**src/rtl/alu_unit_sel.sv**
```systemverilog
// alu_unit_sel: decodes a function-select code into a registered one-hot
// unit enable that is held for HOLD cycles, with back-to-back reissue.
module alu_unit_sel #(
    parameter int unsigned         SEL_W     = 2,
    parameter int unsigned         HOLD      = 1,
    parameter logic [2**SEL_W-1:0] UNIT_MASK = '1
) (
    input  logic                  CLK,
    input  logic                  RST,
    input  logic [SEL_W-1:0]      ALU_FUN,
    input  logic                  FUN_VLD,
    output logic                  FUN_RDY,
    output logic [2**SEL_W-1:0]   EN,
    output logic                  EN_VLD,
    output logic                  ERR,
    output logic                  BUSY
);

    localparam int unsigned N = 2**SEL_W;

    typedef enum logic {
        IDLE,
        ACTIVE
    } state_t;

    state_t           state_q;
    state_t           state_d;
    logic [3:0]       cnt_q;
    logic [3:0]       cnt_d;
    logic [N-1:0]     en_q;
    logic [N-1:0]     en_d;
    logic             err_q;
    logic             err_d;
    logic             cnt_zero;
    logic             accept;
    logic             hit;
    logic             miss;
    logic             hold;
    logic             drop;
    logic [SEL_W-1:0] idx;

    // Code k drives bit N-1-k, which is simply the bitwise complement.
    assign idx      = ~ALU_FUN;
    assign cnt_zero = (cnt_q == 4'd0);
    assign FUN_RDY  = RST && ((state_q == IDLE) || cnt_zero);
    assign accept   = FUN_VLD && FUN_RDY;

    assign hit  = accept && UNIT_MASK[idx];
    assign miss = accept && !UNIT_MASK[idx];
    assign hold = !accept && (state_q == ACTIVE) && !cnt_zero;
    assign drop = !accept && (state_q == ACTIVE) && cnt_zero;

    // Next-state decode: new command, error, hold countdown or release.
    always_comb begin
        state_d = state_q;
        cnt_d   = cnt_q;
        en_d    = en_q;
        err_d   = 1'b0;
        unique case (1'b1)
            hit: begin
                en_d      = '0;
                en_d[idx] = 1'b1;
                cnt_d     = 4'(HOLD - 1);
                state_d   = ACTIVE;
            end
            miss: begin
                en_d    = '0;
                cnt_d   = 4'd0;
                err_d   = 1'b1;
                state_d = IDLE;
            end
            hold: begin
                cnt_d = cnt_q - 4'd1;
            end
            drop: begin
                en_d    = '0;
                state_d = IDLE;
            end
            default: begin
            end
        endcase
    end

    // State register with synchronous active-low reset.
    always_ff @(posedge CLK) begin
        if (!RST) begin
            state_q <= IDLE;
            cnt_q   <= 4'd0;
            en_q    <= '0;
            err_q   <= 1'b0;
        end else begin
            state_q <= state_d;
            cnt_q   <= cnt_d;
            en_q    <= en_d;
            err_q   <= err_d;
        end
    end

    assign EN     = en_q;
    assign ERR    = err_q;
    assign EN_VLD = (state_q == ACTIVE);
    assign BUSY   = (state_q == ACTIVE);

endmodule

```
**config.mk**
```make
export PLATFORM = sky130hd
export DESIGN_NAME = alu_unit_sel
export DESIGN_NICKNAME = d
export VERILOG_FILES = /design/src/rtl/alu_unit_sel.sv
export SDC_FILE = /design/constraint.sdc
export NUM_CORES = 1
export LEC_CHECK = 0
export ABC_AREA = 1
export BUFFER_PORTS_ARGS = -buffer_cell sky130_fd_sc_hd__buf_2
export CAP_MARGIN = 20
export CORE_AREA = 2 2 39 41
export DETAILED_ROUTE_END_ITERATION = 16
export DIE_AREA = 0 0 41 43
export PLACE_DENSITY_LB_ADDON = 0.2
export SYNTH_ARGS = -nofsm -noshare
export SYNTH_HDL_FRONTEND = slang
export SYNTH_SLANG_ARGS = --single-unit
```
**constraint.sdc**
```tcl
create_clock -name CLK -period 1.5 [get_ports CLK]
set_clock_uncertainty 0.15 [all_clocks]
set_input_delay 0.3 -clock CLK [delete_from_list [all_inputs] [get_ports CLK]]
set_output_delay 0.3 -clock CLK [all_outputs]
set_load 0.1 [all_outputs]
```
## Yosys cells after proc, flatten, opt, wreduce, memory -nomap -nowiden

Index checks and enable logic that the tools add are counted.

| storage, ports and cells | value |
|---|---|
| input port bits | 5 |
| output and inout bits | 8 |
| flip-flop bits (word level) | 10 |

| cells by class | value |
|---|---|
| bitwise operators | 2 |
| muxes and demuxes | 8 |
| $lt $le $gt $ge | 2 |
| reductions and logical operators | 17 |
| add/subtract/negate cells | 1 |

Operators with widths:

| operator | count |
|---|---|
| $pmux 4 s2 | 2 |
| $logic_and 1x1->1 | 8 |
| $logic_not 4->1 | 1 |
| $reduce_bool 2->1 | 2 |
| $reduce_or 2->1 | 2 |
| $sub 4x1->4 const B | 1 |
| $logic_not 1->1 | 3 |
| $lt 2x3->1 const B | 1 |
| $mux 1 | 3 |
| $bmux 1 s2 | 1 |
| $demux 1 s2 | 1 |
| $ge 2x1->1 const B | 1 |
| $not 2->2 | 1 |
| $pmux 1 s2 | 1 |
| $logic_or 1x1->1 | 1 |
| $not 1->1 | 1 |

## Longest topological paths before layout

| logic depth | value |
|---|---|
| word-level depth | 9 |
| depth in mapped cells | 8 |
| depth with buffers taken out | 8 |

## Worst setup path after synthesis

OpenSTA, ideal clock, no wires.

| timing | value |
|---|---|
| kind | register to register |
| from | reg state_q (netlist: BUSY) |
| to | reg en_q[0] (netlist: EN[0]) |
| setup slack | -0.496 ns |
| required time | 1.280 ns |
| stages on the path, launching flop included | 4 |
| clock period less this slack | 1.996 ns |
| setup time | 0.070 ns |
| data arrival time | 1.776 ns |
| cell sequence | dfxtp_1 -> a21oi_4 -> nand4_1 -> a21oi_1 |

| on the way | value |
|---|---|
| cells in the longest elaborated chain, start to end | 9 |
| elaborated cells between the ends (all ways) | 12 |
| those cells by class | mux (1); bitwise (1); reduce/logical (10) |

RTL lines:

| what | line | RTL |
|---|---|---|
| start: declaration | 26 | `state_t state_q;` |
| start signal: assignment | 92 | `state_q <= state_d;` |
| $not 1->1 (*) | 45 | `assign FUN_RDY = RST && ((state_q == IDLE) \|\| cnt_zero);` |
| $logic_or 1x1->1 (*) | 45 |  |
| $logic_and 1x1->1 (*) | 45 |  |
| net FUN_RDY | 12 | `output logic FUN_RDY,` |
| $logic_and 1x1->1 (*) | 46 | `assign accept = FUN_VLD && FUN_RDY;` |
| $logic_not 1->1 | 51 | `assign drop = !accept && (state_q == ACTIVE) && cnt_zero;` |
| $logic_and 1x1->1 (2 in series) | 51 |  |
| $reduce_or 2->1 (no source line) | n/a |  |
| $pmux 4 s2 / $reduce_bool 2->1 (equally long branches) | n/a |  |
| end signal: assignment | 94 | `en_q <= en_d;` |
| end: declaration | 30 | `logic [N-1:0] en_q;` |

Mark *: on every way through the listed nets, which the timed path passes. The rest lies on a longest branch.
A chain may end at the register's enable or synchronous reset.

## Worst setup path in the final report

| timing | value |
|---|---|
| from | reg cnt_q[0] |
| to | out FUN_RDY |

| on the way | value |
|---|---|
| cells in the longest elaborated chain, start to end | 3 |

RTL lines:

| what | line | RTL |
|---|---|---|
| start: declaration | 28 | `logic [3:0] cnt_q;` |
| start signal: assignment | 93 | `cnt_q <= cnt_d;` |
| $logic_not 4->1 | 44 | `assign cnt_zero = (cnt_q == 4'd0);` |
| $logic_or 1x1->1 | 45 |  |
| $logic_and 1x1->1 | 45 |  |
| end: declaration | 12 |  |

No other way between the ends.

==> run_results.csv <==
group,metric,value,unit
grt,grt_pass1_wl,1790,um
worst_setup_path,worstPathCellList,"inv_2 > ha_4 > nand2_4 > a21oi_4 > buf_12",
power_and_ir_drop,combPwrFrac,22.8,%
finish,n_fill_cell,132,
worst_setup_path,startpoint_type,"register",
finish,multi_input_area,263,um^2
power_and_ir_drop,p_switching,181,uW
finish,final_cell_mix,"buf_4 (8), a21oi_1 (7), nand3_1 (7), buf_12 (7), dfxtp_1 (6)",
timing,fin_ws,-171,ps
power_and_ir_drop,power_frac_seq,44.0,%
worst_setup_path,worstSetupStartpoint,"cnt_q[0]",
outcome,status,"complete, but fails checks",
die,die_h,43,um
worst_setup_path,r2r_slack,60,ps
die,start_util,33.6,%
timing,setup_viol,1,
worst_setup_path,endpoint_kind,"output port",
timing,min_period_over_period,111,%
placed_design,portBuffers,11,
finish,syn2layout_area_growth,59.7,%
finish,final_area,743,um^2
worst_setup_path,worst_path_max_delay_cell,"dfxtp_2",
clocking,cts_hold_buf,0,
outcome,violations,"setup timing",
clocking,cts.sinks,9,
timing,min_period,1670,ps
power_and_ir_drop,peakVddDrop,0.000414,V
yosys,synth.distinct_cells,18,
power_and_ir_drop,p_sw_share,31.8,%
worst_setup_path,cp_slowest_stage_delay,330,ps
clocking,clk_latency,260,ps
finish,utilization,53.7,%
power_and_ir_drop,power_density,765,mW/mm^2
power_and_ir_drop,clkPwrFrac,33.2,%
grt,use_met1,17.2,%
die,core,0.00138,mm^2
hold_path,hold_class,"in2reg",
clocking,clockBufferDepth,2,
die,row_count,14,
timing,hold_violations,0,
grt,busiest_layer,"met2",
timing,whs,181,ps
drt,routed_via_density,4.86,
grt,use_met3,3.14,%
clocking,cts_tree,"built",
grt,antenna_found_initial,0,
timing,final.setup.tns,-171,ps
drt,antenna_left,0,
grt,grt_overflow_total,0,
worst_setup_path,worstReg2RegStart,"cnt_q[0]",
yosys,ys_ff_latch,9,
finish,fin_cells,94,
die,ioPinCount,13,
clocking,clk_pin_slew,70,ps
clocking,cts-root-buf,"clkbuf_4",
worst_setup_path,path_max_fanout,3,
worst_setup_path,endpoint,"FUN_RDY",
yosys,syn_inst,57,
placed_design,place_inst,85,
worst_setup_path,cp.required,1050,ps
die,dieWidth,41,um
worst_setup_path,r2r.worst_path.cells,9,
drt,vias,457,
grt,grt_max_degree,7,
timing,rsz0062_at_grt,"yes",
timing,fmax,599,MHz
finish,final_layout_size_suffix_gt1_share,50.0,%
grt,use_met2,23.8,%
finish,final_nets,86,
finish,final_common_cell,"buf_4",
power_and_ir_drop,p_int,388,uW
grt,grt_pass1_vias,466,
drt,wl,1090,um
yosys,yosysWarnings,0,
power_and_ir_drop,leakagePower,0.325,nW
timing,finalMaxSlewViolations,0,
placed_design,postPlaceCellArea,673,um^2
worst_setup_path,arrival,1220,ps
worst_setup_path,criticalPathCategory,"reg2out",
yosys,seq_area_frac_synth,38.7,%
placed_design,hpwlAfterDp,793,um
finish,antennaDiodeCount,0,
yosys,synth_nets,64,
drt,drtIter0Drc,17,
drt,drt_pass1_iterations,4,
drt,drc,0,
grt,grt_util_all_layers,15.1,%
yosys,avgSynthCellArea,8.17,um^2
flow_run,drv_cap,0,
worst_setup_path,rr_endpoint,"cnt_q[0]",
die,dieArea,0.00176,mm^2
finish,ff_latch_area,184,um^2
yosys,syn_area,465,um^2
clocking,cts_max_level,1,
drt,wire_per_inst,11.6,um
placed_design,routabilityCongestion,0.769,
clocking,numCtsBuffers,3,
[what timing repair did]
action                                  CTS  global route
pin swaps                                 2             1
gates resized for setup                   1             1
endpoints found under the setup margin    1             5
cloned                                    0             0
hold endpoints to repair                  0             0
buffers inserted                          5             0
[cells by family (layout without fill, tap and decap cells)]
family	count (synthesis)	count (layout)	share of synthesized area (%)
flops	9	9	38.7
other cells	1	1	0.806
compound gates	13	13	19.6
fa+ha+maj	2	2	5.38
buf+inv	10	31	9.68
simple gates	22	22	25.8
[layer usage]
layer  wire length, um  share of wire (%)
met4                 9               0.83
met2               570                 52
met3                51                4.7
met1               459                 42
met5                 0                  0
[per-stage QoR]
step | total power, mW | setup slack (ps)
after CTS | 0.578 | -167
after global routing | 0.596 | -214
after global placement | 0.382 | 79.1
after floorplan | 0.335 | -236
after detailed placement | 0.383 | 65.8
final | 0.569 | -171
[flip-flops by register name, indices dropped and copies added (netlist names)]
name / count
EN: 4
cnt_q: 4
BUSY: 1
[layout make-up]
type / instances / share of cell area, %
Multi-Input combinational cell: 38 / 35.4
Timing Repair Buffer: 19 / 29.6
Sequential cell: 9 / 24.7
Inverter: 8 / 4.04
Clock buffer: 4 / 3.54
Tap cell: 16 / 2.69
[power groups by stage]
stage               Clock (mW)  Sequential (mW)  Combinational, mW
floorplan                    0            0.282             0.0529
global placement             0            0.255              0.127
detailed placement           0            0.256              0.128
CTS                      0.198            0.250              0.130
global route             0.210            0.251              0.135
finish                   0.189            0.250              0.130
[synth_stat cells]
master   n  area, um^2
nand2_4  1        11.3
a21oi_1  7        35.0
ha_1     2        25.0
nand2_1  2        7.51
dfxtp_1  9         180
a21oi_4  2        32.5
nor2_2   1        6.26
inv_2    3        11.3
or2_1    1        6.26
a21oi_2  1        8.76
o21ai_0  3        15.0
nand4_1  4        25.0
nor2_1   3        11.3
conb_1   1        3.75
nand2_2  2        12.5
inv_1    5        18.8
nand3_1  8        40.0
buf_4    2        15.0
[worst min path at each step]
stage          cells past startpoint       start  slack [ps]       end
6_report                           3  ALU_FUN[0]         180     EN[2]
5_1_grt                            3  ALU_FUN[0]         180     EN[0]
4_1_cts                            3  ALU_FUN[0]         180     EN[0]
3_5_place_dp                       1    cnt_q[0]         310  cnt_q[0]
3_3_place_gp                       1    cnt_q[0]         310  cnt_q[0]
2_1_floorplan                      2         RST         270  cnt_q[3]
[critical path, delay by kind of cell, from the launching register on]
family	cells	cell delay, ps
DFF	1	330
buffers and inverters	2	270
AOI/OAI and AO/OA	1	160
adders and majority gates	1	150
and+or+nand+nor	1	60
Power figures use the tool's default switching activity.
